<file path="config.mk">
export PLATFORM = sky130hd
export DESIGN_NAME = sd_110_output_toggle
export DESIGN_NICKNAME = d
export VERILOG_FILES = /design/src/rtl/sd_pkg.sv /design/src/rtl/sd_match_fsm.sv /design/src/rtl/sd_110_output_toggle.sv
export SDC_FILE = /design/constraint.sdc
export NUM_CORES = 1
export LEC_CHECK = 0
export CAP_MARGIN = 20
export CORE_AREA = 2 2 39 41
export DETAILED_ROUTE_END_ITERATION = 10
export DIE_AREA = 0 0 41 43
export PLACE_DENSITY = 0.36
export SETUP_SLACK_MARGIN = 0.1
export SLEW_MARGIN = 25
export SYNTH_ARGS = -nofsm -noshare
export SYNTH_HDL_FRONTEND = slang
export SYNTH_SLANG_ARGS = --single-unit
</file>
<file path="constraint.sdc">
create_clock -name clk -period 1.1 [get_ports clk]
set_input_delay 0.22 -clock clk [delete_from_list [all_inputs] [get_ports clk]]
set_output_delay 0.22 -clock clk [all_outputs]
set_load 0.01 [all_outputs]
</file>
<file path="src/rtl/sd_pkg.sv">
// Shared definitions for the serial sequence detector: default pattern and the
// elaboration-time builder for the next-state/match table.
package sd_pkg;

  localparam int              SD_MAX_LEN         = 16;
  localparam logic [2:0]      SD_DEFAULT_PATTERN = 3'b110;

  // Entry layout: [4] = match on this transition, [3:0] = next state.
  typedef logic [SD_MAX_LEN-1:0][1:0][4:0] sd_tbl_t;

  function automatic sd_tbl_t sd_build_tbl(input logic [SD_MAX_LEN-1:0] pat, input int len);
    sd_tbl_t tbl;
    int      fail [SD_MAX_LEN+1];
    logic    p    [SD_MAX_LEN];
    int      j;
    int      c;
    logic    bv;
    tbl = '0;
    for (int i = 0; i < SD_MAX_LEN; i++) begin
      p[i] = 1'b0;
      if (i < len) p[i] = pat[len-1-i];
    end
    for (int i = 0; i <= SD_MAX_LEN; i++) fail[i] = 0;
    // KMP failure function; the inner fallback loop is bounded so it stays a constant function.
    for (int i = 1; i < len; i++) begin
      j = fail[i];
      for (int t = 0; t < SD_MAX_LEN; t++)
        if (j > 0 && p[i] != p[j]) j = fail[j];
      if (p[i] == p[j]) j++;
      fail[i+1] = j;
    end
    for (int k = 0; k < len; k++) begin
      for (int b = 0; b < 2; b++) begin
        bv = 1'(b);
        j  = k;
        for (int t = 0; t < SD_MAX_LEN; t++)
          if (j > 0 && p[j] != bv) j = fail[j];
        c = (p[j] == bv) ? j + 1 : 0;
        if (c == len) tbl[k][b] = {1'b1, 4'(fail[len])};
        else          tbl[k][b] = {1'b0, 4'(c)};
      end
    end
    return tbl;
  endfunction

endpackage

</file>
<file path="src/rtl/sd_match_fsm.sv">
// Pattern-match state machine: holds the matched-prefix length and raises a
// combinational strobe during the cycle whose input bit completes the pattern.
module sd_match_fsm
  import sd_pkg::*;
#(
  parameter int                     PATTERN_LEN = 3,
  parameter logic [PATTERN_LEN-1:0] PATTERN     = SD_DEFAULT_PATTERN
) (
  input  logic clk,
  input  logic rst,
  input  logic i_bit,
  output logic o_match
);

  localparam int      SW  = (PATTERN_LEN <= 2) ? 1 : $clog2(PATTERN_LEN);
  localparam sd_tbl_t TBL = sd_build_tbl(SD_MAX_LEN'(PATTERN), PATTERN_LEN);

  logic [SW-1:0] r_state;
  logic [3:0]    w_idx;
  logic [4:0]    w_ent;

  assign w_idx = 4'(r_state);

  // Encodings at or beyond PATTERN_LEN are unreachable; they fall back to state 0.
  always_comb begin
    w_ent = '0;
    if ({1'b0, w_idx} < 5'(PATTERN_LEN)) w_ent = TBL[w_idx][i_bit];
  end

  assign o_match = w_ent[4] & ~rst;

  always_ff @(posedge clk) begin
    if (rst) r_state <= '0;
    else     r_state <= SW'(w_ent[3:0]);
  end

endmodule

</file>
<file path="src/rtl/sd_110_output_toggle.sv">
// Serial sequence detector top: toggles a registered output once per
// (overlapping) pattern match reported by the match FSM.
module sd_110_output_toggle
  import sd_pkg::*;
#(
  parameter int                     PATTERN_LEN = 3,
  parameter logic [PATTERN_LEN-1:0] PATTERN     = SD_DEFAULT_PATTERN
) (
  input  logic clk,
  input  logic rst,
  input  logic in,
  output logic out
);

  logic w_match;

  sd_match_fsm #(
    .PATTERN_LEN (PATTERN_LEN),
    .PATTERN     (PATTERN)
  ) u_fsm (
    .clk     (clk),
    .rst     (rst),
    .i_bit   (in),
    .o_match (w_match)
  );

  always_ff @(posedge clk) begin
    if (rst)          out <= 1'b0;
    else if (w_match) out <= ~out;
  end

endmodule

</file>
==> After elaboration in Yosys (flattened, before gate mapping) <==
Index checks and enable logic that the tools add are counted.
{ "totals": {"out_inout_bits": 1, "register_bits": 3} }
{ "classes": {"muxes": 5, "order_cmp": 3, "reduce_logical": 1, "bitwise": 4} }
{ "op_table": {"columns": ["op", "n"], "rows": [
  ["$bmux W10 S2", 1],
  ["$mux W5", 3],
  ["$mux W10", 1],
  ["$lt A2 B5 Y1 const B", 1],
  ["$not A1 Y1", 3],
  ["$lt A1 B2 Y1 const B", 1],
  ["$lt A2 B2 Y1 const B", 1],
  ["$reduce_or A2 Y1", 1],
  ["$and A1 B1 Y1", 1]
]} }

==> Logic depth before layout (Yosys ltp) <==
{ "depth": {"depth_word": 6, "depth_mapped": 4} }

==> Modules after synthesis <==
From an unflattened synthesis, not the netlist that was laid out.
{ "unflattened": {"cells_unflattened": 13, "hier_area_um2": 157.7} }
{ "by_module_without_submodules": {"columns": ["mod", "area_per_inst_um2", "cells_per_inst", "seq_area_each_um2", "n_inst"], "rows": [
  ["sd_match_fsm", 125.1, 10, 40.0, 1],
  ["sd_110_output_toggle", 32.5, 3, 20.0, 1]
]} }

==> Worst setup path before layout <==
Ideal clock, no wire load.
{ "synth_timing": {"path_type": "register to register", "startpoint": "register u_fsm.r_state[0]", "endpoint": "register out", "n_path_buf": 0, "setup_slack_ps": -11, "synth_period_minus_slack_ps": 1111, "stages_incl_launch_ff": 4, "setup_ps": 121, "t_arrival_ps": 989, "cell_sequence": "dfxtp_1 > ha_1 > nor3b_2 > mux2_4"} }
{ "synth_between": {"elab_chain_cells": 6} }
{ "synth_rtl": {"columns": ["element", "line_no", "source"], "rows": [
  ["from (decl)", "sd_match_fsm.sv:18", "logic [SW-1:0] r_state;"],
  ["from (signal assigned)", "sd_match_fsm.sv:34", "else r_state <= SW'(w_ent[3:0]);"],
  ["$bmux W10 S2", "sd_match_fsm.sv:27", "if ({1'b0, w_idx} < 5'(PATTERN_LEN)) w_ent = TBL[w_idx][i_bit];"],
  ["$mux W10 (implied by the code)", "sd_match_fsm.sv:27", null],
  ["$mux W5 (implied by the code) (2 in a row)", "sd_match_fsm.sv:27", null],
  ["$mux W5 *", "sd_match_fsm.sv:27", null],
  ["$and A1 B1 Y1 *", "sd_match_fsm.sv:30", "assign o_match = w_ent[4] & ~rst;"],
  ["to (signal assigned)", "sd_110_output_toggle.sv:29", "else if (w_match) out <= ~out;"],
  ["to (decl)", "sd_110_output_toggle.sv:12", "output logic out"]
]} }
Every way passes the cells marked *; elsewhere a longest branch is shown, timed or not. The select of a mux whose other input is x is not followed.
A chain may end at the register's enable or synchronous reset.

==> Final worst setup path <==
Ends and elaborated chain as after synthesis.

==> summary.md <==
| Metric | Value |
|---|---|
| Core area | `0.00138 mm²` |
| Initial drt markers | `1` |
| N_diodes | `0` |
| Share of layout cells above drive strength 1 | `66.7%` |
| RSZ-0062 raised after global routing | `yes` |
| Clock Sink Count | `3` |
| Vias | `136` |
| DP Cell Count | `36` |
| Setup Slack @ Placement | `-0.235 ns` |
| Max H-tree Level | `1` |
| GP Congestion | `0.541` |
| Worst Setup Slack, final | `-0.0316 ns` |
| Sequential fraction of the synthesis area | `36.9%` |
| Gr ovfl total | `0` |
| Worst r2r path cells | `4` |
| Met2 Use GR | `7.50%` |
| Vias in the first global route | `169` |
| Pin count of the biggest net entering global routing | `4` |
| Synth Area per Inst | `11.6 µm²` |
| I/O pin count | `4` |
| Fmax | `0.884 GHz` |
| Total Routing Usage GR | `5.40%` |
| Max-cap violations | `0` |
| First drt pass iteration count | `2` |
| R2R setup slack | `-0.03 ns` |
| Final min period | `1.13 ns` |
| Initial Util | `11.8%` |
| Clock buffer depth | `2` |
| Post-synthesis cell area | `163 µm²` |
| Crit start category | `register` |
| GRT Max-Usage Layer | `met4` |
| Hold path startpoint | `out` |
| Port Buffer Count | `3` |
| Critical Path Max Stage Delay | `0.33 ns` |
| Clk_lat worst skew | `0.23 ns` |
| Setup violations, final | `1` |
| Final Core Density | `22.5%` |
| Antenna viol nets, final | `0` |
| Power Total | `357 µW` |
| Dominant cells by area after synthesis | `dfxtp_1, ha_1, nor4bb_1, mux2_4, nor3b_2` |
| Worst Max-Slew Pin Slew | `0.202 ns` |
| Relative slew slack | `86.4%` |
| Routed length per instance | `8.73 µm` |
| Reg-to-Reg End | `out` |
| Setup CP Type | `reg2reg` |
| Chip height | `43 µm` |
| Area leader, netlist | `dfxtp_1` |
| CP cell instances | `inv_2, ha_4, nor3b_4, mux2_4` |
| Aggregate routed wire length | `349 µm` |
| Pwr Density | `1140 mW/mm²` |
| Die W | `41 µm` |
| HPWL after detailed placement | `231 µm` |
| Crit-path max FO | `2` |
| M3 GR Usage | `0%` |
| Antenna violations before repair | `0` |
| Max-slew violations | `0` |
| TritonCTS buffer count | `3` |
| Ys Warns | `0` |
| Failing checks | `negative setup slack` |
| Max IR drop VDD | `0.000233 V` |
| Area grow syn2layout | `91.5%` |
| Critical path capture point type | `register` |
| Gate Count Post-Synth | `14` |
| Met1 GRT Util | `4.76%` |
| Hold worst-path end | `out` |
| Worst Setup SP | `u_fsm.r_state[0]` |
| Crit path DAT | `1.25 ns` |
| Post-Layout Cell Count | `40` |
| Syn nets | `20` |
| #FFs+latches synth | `3` |
| # Post-CTS Setup Buffers | `0` |
| Required time worst endpoint | `1.22 ns` |
| Hold depth | `2` |
| Lkg Pwr | `0.117 nW` |
| Nets | `31` |
| Status | `finished with violations` |
| Reg clk slew, reported paths | `0.04 ns` |
| Via-per-instance ratio | `3.40` |
| Site row count | `14` |
| Tcrit/Tclk final | `103%` |
| Netlist cell types | `8` |
| Critical R2R Launch | `u_fsm.r_state[0]` |
| Global-route wire length before repair | `586 µm` |
| Hold Fails Final Rpt | `0` |
| Post-route DRC | `0` |
| Hold Path Class | `reg2reg` |
| Root buffer cell | `clkbuf_4` |
| CP max stage cell | `dfxtp_2` |
| Clk_skew | `0.000618 ns` |
| Post-synth top area share | `36.9%` |
| Die area | `0.00176 mm²` |
| CTS tree | `built` |
-- kinds of logic after synthesis --
family / synth area share, %
and+or+nand+nor: 26.2
adders and majority gates: 23.1
DFF: 36.9
muxes: 9.23
buffers and inverters: 4.62
-- synth_stat cells --
| master | instances |
|---|---|
| nor2_1 | 1 |
| nor4bb_1 | 2 |
| dfxtp_1 | 3 |
| nor3b_2 | 1 |
| nor2b_1 | 1 |
| mux2_4 | 1 |
| inv_1 | 2 |
| ha_1 | 3 |
-- final cells by class --
type | count | area (µm²)
clock buffer | 4 | 26.3
multi-input combinational | 9 | 145
sequential | 3 | 65.1
tap | 16 | 20.0
inverter | 2 | 7.51
fill | 155 | 1070
timing repair buffer | 6 | 47.5
-- what timing repair did --
action | CTS | global route
hold buffers | 0 | 0
pin swaps | 4 | 0
setup endpoints to repair | 3 | 3
resized for setup | 9 | 1
cloned | 0 | 0
-- registers in the layout, summed over array words and instances, names as in the netlist --
| signal | count |
|---|---|
| u_fsm.r_state | 2 |
| out | 1 |
-- worst max-delay path: cells and delay by family (launching register included) --
kind,cells,cell delay (ns)
fa+ha+maj,1,0.12
buf+inv,1,0.07
flops,1,0.33
mux,1,0.31
simple gates,1,0.18
-- how the worst max path moves through the flow --
stage | to | slack (ns) | depth (start not counted)
floorplan | out | 0.01 | 3
global placement | out | -0.22 | 3
detailed placement | out | -0.24 | 3
CTS | out | -0.03 | 3
global route | out | -0.07 | 4
finish | out | -0.03 | 4
-- power breakdown --
part           switching, mW  internal (mW)
sequential           0.00610          0.113
combinational         0.0157         0.0265
clock                 0.0591          0.136
total                 0.0810          0.276
-- through the flow --
stage	cell area, µm²	hold slack [ns]	setup TNS, ns
after global routing	312	0.618	-0.133
after CTS	305	0.579	-0.0301
after global placement	250	0.560	-0.317
after floorplan	178	0.290	0
after detailed placement	250	0.575	-0.396
final	312	0.575	-0.0316
-- metal layers --
metal,vias up,wire length [µm]
met2,4,187
li1,66,-
met4,0,0
met3,0,25
met5,-,0
met1,66,136
-- cells in the final DEF (no fill, tap or decap), drive strengths merged --
| cell type | netlist | final |
|---|---|---|
| nor2 | 1 | 1 |
| nor2b | 1 | 1 |
| dfxtp | 3 | 3 |
| inv | 2 | 2 |
| mux2 | 1 | 1 |
| clkdlybuf4s50 | 0 | 2 |
| buf | 0 | 4 |
| clkbuf | 0 | 4 |
| nor4bb | 2 | 2 |
| ha | 3 | 3 |
| nor3b | 1 | 1 |
Note: power is estimated with default switching activity, not from simulation.
